==> config.mk <==
export PLATFORM = sky130hd
export DESIGN_NAME = regfile_ng
export DESIGN_NICKNAME = d
export VERILOG_FILES = /design/src/rtl/regfile_pkg.sv /design/src/rtl/regfile_init_seq.sv /design/src/rtl/regfile_ng.sv
export SDC_FILE = /design/constraint.sdc
export NUM_CORES = 1
export LEC_CHECK = 0
export CELL_PAD_IN_SITES_DETAIL_PLACEMENT = 1
export CELL_PAD_IN_SITES_GLOBAL_PLACEMENT = 1
export CORE_AREA = 4 4 277 143
export CTS_CLUSTER_DIAMETER = 50
export DETAILED_ROUTE_END_ITERATION = 8
export DIE_AREA = 0 0 281 147
export GPL_ROUTABILITY_DRIVEN = 0
export GPL_TIMING_DRIVEN = 0
export PLACE_DENSITY = 0.55
export SETUP_SLACK_MARGIN = 0.3
export SLEW_MARGIN = 30
export SYNTH_ARGS = -nofsm -noshare
export SYNTH_HDL_FRONTEND = slang
export SYNTH_SLANG_ARGS = --single-unit
==> constraint.sdc <==
create_clock -name clk -period 2.5 [get_ports clk]
set_input_delay 0.375 -clock clk [delete_from_list [all_inputs] [get_ports clk]]
set_output_delay 0.375 -clock clk [all_outputs]
set_load 0.02 [all_outputs]
==> src/rtl/regfile_pkg.sv <==
`default_nettype none
// ============================================================================
//  Module      : regfile_pkg
//  Description : Shared constants for the regfile_ng slice: default geometry
//                and the INIT/RUN state encoding used by the sweep sequencer.
//  Ports       : none (package)
//  Revision    : 1.0 - initial release
// ============================================================================
package regfile_pkg;

    localparam int c_def_width = 16;
    localparam int c_def_depth = 16;
    localparam int c_def_nrd   = 2;

    // One-bit state encoding: INIT sweeps zeros through the array, RUN is normal use.
    localparam int         c_state_w  = 1;
    localparam logic [0:0] c_st_init  = 1'b0;
    localparam logic [0:0] c_st_run   = 1'b1;

endpackage : regfile_pkg
`default_nettype wire

==> src/rtl/regfile_init_seq.sv <==
`default_nettype none
// ============================================================================
//  Module      : regfile_init_seq
//  Description : INIT/RUN controller with the clearing sweep counter. In INIT
//                it presents one entry address per cycle for zeroing; after
//                entry DEPTH-1 it moves to RUN. A clr request in RUN restarts
//                the sweep; clr while sweeping has no effect.
//  Ports       : clk      - clock, rising edge
//                reset    - synchronous active-high reset (restarts sweep)
//                clr      - one-cycle re-zero request (honoured in RUN only)
//                ready    - high while in RUN
//                clr_en   - high while sweeping (clear write enable)
//                clr_addr - entry being cleared this cycle
//  Revision    : 1.0 - initial release
// ============================================================================
module regfile_init_seq
    import regfile_pkg::*;
#(
    parameter  int DEPTH = c_def_depth,
    localparam int AW    = $clog2(DEPTH)
) (
    input  logic          clk,
    input  logic          reset,
    input  logic          clr,
    output logic          ready,
    output logic          clr_en,
    output logic [AW-1:0] clr_addr
);

    logic [c_state_w-1:0] r_state;
    logic [AW-1:0]        r_cnt;

    always_ff @(posedge clk) begin
        if (reset) begin
            r_state <= c_st_init;
            r_cnt   <= '0;
        end else begin
            case (r_state)
                c_st_init: begin
                    // Counter wraps to zero on the last entry, so RUN starts with cnt=0.
                    r_cnt <= r_cnt + 1'b1;
                    if (r_cnt == AW'(DEPTH - 1)) begin
                        r_state <= c_st_run;
                    end
                end
                default: begin
                    if (clr) begin
                        r_state <= c_st_init;
                        r_cnt   <= '0;
                    end
                end
            endcase
        end
    end

    assign ready    = (r_state == c_st_run);
    assign clr_en   = (r_state == c_st_init);
    assign clr_addr = r_cnt;

endmodule : regfile_init_seq
`default_nettype wire

==> src/rtl/regfile_ng.sv <==
`default_nettype none
// ============================================================================
//  Module      : regfile_ng
//  Description : Multi-read-port register file with one write port, optional
//                hard-wired zero register, optional write-to-read forwarding
//                and a sweep-based clear after reset or clr.
//  Ports       : clk   - clock, rising edge
//                reset - synchronous active-high reset
//                clr   - one-cycle request to re-zero all entries
//                ready - array initialised, writes accepted
//                we/wa/wd - write enable, address, data
//                ra    - NRD packed read addresses, port k at [k*AW +: AW]
//                rd    - NRD packed read data, port k at [k*WIDTH +: WIDTH]
//  Revision    : 1.0 - initial release
// ============================================================================
module regfile_ng
    import regfile_pkg::*;
#(
    parameter  int WIDTH    = c_def_width,
    parameter  int DEPTH    = c_def_depth,
    parameter  int NRD      = c_def_nrd,
    parameter  int BYPASS   = 1,
    parameter  int ZERO_REG = 1,
    localparam int AW       = $clog2(DEPTH)
) (
    input  logic                 clk,
    input  logic                 reset,
    input  logic                 clr,
    output logic                 ready,
    input  logic                 we,
    input  logic [AW-1:0]        wa,
    input  logic [WIDTH-1:0]     wd,
    input  logic [NRD*AW-1:0]    ra,
    output logic [NRD*WIDTH-1:0] rd
);

    logic          w_ready;
    logic          w_clr_en;
    logic [AW-1:0] w_clr_addr;
    logic          w_writable;
    logic          w_fwd_en;
    logic          w_wr_en;

    // Storage carries no reset; its contents become defined only via the sweep.
    logic [WIDTH-1:0] r_mem [DEPTH];

    regfile_init_seq #(
        .DEPTH (DEPTH)
    ) u_init_seq (
        .clk      (clk),
        .reset    (reset),
        .clr      (clr),
        .ready    (w_ready),
        .clr_en   (w_clr_en),
        .clr_addr (w_clr_addr)
    );

    assign ready      = w_ready;
    assign w_writable = (ZERO_REG == 0) || (wa != '0);
    // Forwarding follows the user write request; the commit additionally drops
    // writes that coincide with a clr request or a reset.
    assign w_fwd_en   = w_ready && we && w_writable;
    assign w_wr_en    = w_fwd_en && !clr && !reset;

    always_ff @(posedge clk) begin
        if (w_clr_en) begin
            r_mem[w_clr_addr] <= '0;
        end else if (w_wr_en) begin
            r_mem[wa] <= wd;
        end
    end

    always_comb begin
        rd = '0;
        for (int k = 0; k < NRD; k++) begin
            if (!w_ready) begin
                rd[k*WIDTH +: WIDTH] = '0;
            end else if ((ZERO_REG != 0) && (ra[k*AW +: AW] == '0)) begin
                rd[k*WIDTH +: WIDTH] = '0;
            end else if ((BYPASS != 0) && w_fwd_en && (ra[k*AW +: AW] == wa)) begin
                rd[k*WIDTH +: WIDTH] = wd;
            end else begin
                rd[k*WIDTH +: WIDTH] = r_mem[ra[k*AW +: AW]];
            end
        end
    end

endmodule : regfile_ng
`default_nettype wire

==> flow_metrics.py <==
metrics = {
    "logic_synthesis": {
        "synthesis.nets": 733,
        "syn-cell-area_sq_mm": 0.0129,
        "avgSynthCellArea_sq_um": 18.4,
        "ys_warn_count": 0,
        "ys_seq_area_share_pct": 60.4,
        "ys_seq_elements": 261,
        "synth_cell_types": 44,
        "syn_inst": 700,
        "async_reset_ff_share_pct": 0,
        "synth_edf_count": 256,
        "synth_ff_type": "edfxtp_1",
    },
    "place": {
        "placed_area_sq_mm": 0.0144,
        "dp_hpwl_mm": 28.0,
        "port_buffers": 54,
    },
    "grt": {
        "grt_max_degree": 17,
        "grt_pass1_vias": 8296,
        "grt_pass1_wl_mm": 60.2,
        "grt-ovfl-total": 0,
        "grt_usage_pct": 20.4,
        "antenna_found_initial": 0,
    },
    "finish": {
        "drive_above_1_share_pct": 49.5,
        "syn2layout_area_growth_pct": 26.9,
        "stdcell_area_sq_mm": 0.0164,
        "post-route-util_pct": 44.1,
        "layout_commonest_cell": "edfxtp_1",
        "multiInputGateArea_sq_mm": 0.00534,
        "nets": 849,
        "final_cell_mix": "edfxtp_1 (256), mux4_2 (128), buf_6 (44)",
        "ff_latch_area_sq_mm": 0.00779,
        "fillers": 3476,
    },
    "power_and_ir_drop": {
        "intPower_mw": 7.69,
        "p_sw_share_pct": 23.7,
        "power_density_mw_per_mm2": 615,
        "power_mw": 10.1,
        "switching_power_mw": 2.39,
        "peakVddDrop_v": 0.000406,
        "clkPwrFrac_pct": 41.2,
        "seqPwrFrac_pct": 48.5,
        "p_leak_nw": 5.22,
        "power_frac_comb_pct": 10.3,
    },
    "timing": {
        "finalSetupViolCount": 32,
        "period_minus_slack_ns": 2.71,
        "max_freq_ghz": 0.368,
        "rsz0062_at_grt": "true",
        "clock_skew_ns": 0.0105,
        "hold_viol": 0,
        "fin_crit_sh_pct": 109,
        "tightest_slew_ns": 0.727,
        "relSlewSlack_pct": 51.5,
        "maxSlewViolCount": 0,
        "setup_slack_ns": -0.214,
        "tns_ns": -5.11,
    },
    "run": {
        "drv_cap": 0,
    },
    "floorplanning": {
        "die_x_um": 281,
        "rows": 50,
        "ioPinCount": 65,
        "fp.coreArea_sq_mm": 0.0371,
        "dieArea_sq_mm": 0.0413,
        "die_h_um": 147,
        "initial_core_util_pct": 34.8,
    },
    "worst_setup_path": {
        "crit_start": "r_mem[6][4]",
        "required_ns": 2.12,
        "worstPathMaxFanout": 2,
        "startpoint_type": "register",
        "crit_path_end_kind": "output pin",
        "r2r_slack_ns": 0.40,
        "r2r_end": "r_mem[7][11]",
        "crit_type": "register to output pin",
        "reg2regPathDepth": 5,
        "crit_end": "rd[4]",
        "worstPathArrival_ns": 2.34,
        "r2r-start": "u_init_seq.ready",
    },
    "detailed_routing": {
        "dr.pass1.iters": 5,
        "dr_wl_met3_mm": 2.27,
        "met2WireLength_mm": 19.7,
        "avgRoutedWirePerCell_um": 31.5,
        "drc": 0,
        "top_layer": "met4",
        "drt_iter0_drc": 699,
        "viasPerCell": 5.79,
        "drt_wl_total_mm": 41.9,
        "met1Wirelength_mm": 19.4,
        "route.vias.total": 7709,
        "drtAntennaViolNets": 0,
    },
    "clocking": {
        "cts_root_buf": "clkbuf_16",
        "clockBufferDepth": 3,
        "hold_buffers": 0,
        "clk_latency_ns": 0.57,
        "clk_pin_slew_ns": 0.06,
        "numCtsBuffers": 29,
        "cts_tree": "built",
        "cts_max_level": 1,
        "clkSinkCount": 261,
    },
    "status": {
        "outcome": "complete, but fails checks",
        "violations": "negative setup slack",
    },
    "worst_hold_path": {
        "hp-class": "primary input to register",
    },
}
## worst max-delay path, cell delays in order, from the launching register on
cell and delay (ns):
edfxtp_1 0.38, mux4_2 0.46, nor2b_1 0.16, a211o_1 0.31, a32o_2 0.30, buf_4 0.16
## flip-flops by register name, summed over array words and instances, names as in the netlist
register,flops
r_mem,256
u_init_seq.clr_addr,4
u_init_seq.ready,1
## cell type report
class / count / share of cell area [%]
inverters: 3 / 0.0688
multi-input cells: 373 / 32.6
plain buffers: 63 / 3.70
clock inverters: 16 / 0.879
flip-flops and latches: 261 / 47.6
repair buffers: 85 / 6.78
well taps: 494 / 3.77
clock buffers: 36 / 4.59
diodes: 1 / 0.0153
## stage by stage
step                      std cells  hold WS [ns]  worst slack (ns)
after floorplan                 700         0.444            0.0597
after global placement         1248         0.561             -1.77
after detailed placement       1252         0.575             -1.84
after CTS                      1331         0.474            -0.225
after global routing           1331         0.501            -0.277
final                          1332         0.516            -0.214
## layer usage
| metal | up-vias | global-route usage, % |
|---|---|---|
| met5 | - | 0 |
| met4 | 0 | 3.16 |
| met3 | 38 | 3.33 |
| met2 | 224 | 32.0 |
| met1 | 4225 | 30.6 |
| li1 | 3222 | - |
## logic make-up (layout without fill, tap and decap cells)
kind of cell,after synthesis,in the layout,synth area share (%)
adder cells (fa/ha/maj),1,1,0.0970
XOR/XNOR,8,8,0.543
AO/OA/AOI/OAI,85,85,5.95
buffers and inverters,66,203,2.83
flip-flops,261,261,60.4
AND/OR/NAND/NOR,115,115,5.07
other,0,1,0
multiplexers,164,164,25.1
## cells in the mapped netlist (3+ instances only)
| master | instances | area share, % |
|---|---|---|
| o32a_1 | 3 | 0.23 |
| a211o_1 | 30 | 2.0 |
| a21oi_1 | 3 | 0.12 |
| nand2_1 | 33 | 0.96 |
| buf_4 | 6 | 0.35 |
| buf_6 | 6 | 0.52 |
| clkbuf_1 | 25 | 0.73 |
| a31oi_1 | 3 | 0.15 |
| a32o_1 | 30 | 2.3 |
| mux2i_1 | 36 | 2.8 |
| and3_2 | 7 | 0.41 |
| xor2_1 | 8 | 0.54 |
| dfxtp_1 | 5 | 0.78 |
| nor2b_1 | 32 | 1.6 |
| o21ai_0 | 3 | 0.12 |
| inv_1 | 3 | 0.087 |
| and3_1 | 10 | 0.48 |
| mux4_2 | 128 | 22 |
| edfxtp_1 | 256 | 60 |
| buf_2 | 22 | 0.85 |
| nor2_1 | 19 | 0.55 |
## how the worst min path moves through the flow
| stage | start | endpoint | cells after the start |
|---|---|---|---|
| 6_report | reset | u_init_seq.ready | 2 |
| 3_5_place_dp | u_init_seq.clr_addr[3] | u_init_seq.ready | 2 |
| 3_3_place_gp | u_init_seq.clr_addr[3] | u_init_seq.ready | 2 |
| 5_1_grt | reset | u_init_seq.ready | 2 |
| 2_1_floorplan | reset | u_init_seq.clr_addr[1] | 1 |
| 4_1_cts | reset | u_init_seq.ready | 2 |
## repair_timing
action / CTS / global route
endpoints found under the setup margin: 328 / 299
buffers inserted: 26 / 0
pin swaps: 66 / 10
cloned: 1 / 0
gates resized for setup: 346 / 18
## power by group through the flow
| stage | logic (mW) | registers (mW) | clock network, mW |
|---|---|---|---|
| after global placement | 0.834 | 4.98 | 0 |
| final | 1.03 | 4.89 | 4.15 |
| after global routing | 1.08 | 4.90 | 4.42 |
| after CTS | 1.03 | 4.89 | 4.21 |
| after detailed placement | 0.857 | 4.99 | 0 |
| after floorplan | 0.547 | 4.97 | 0 |
No activity file was read; power rests on OpenSTA's default activity.
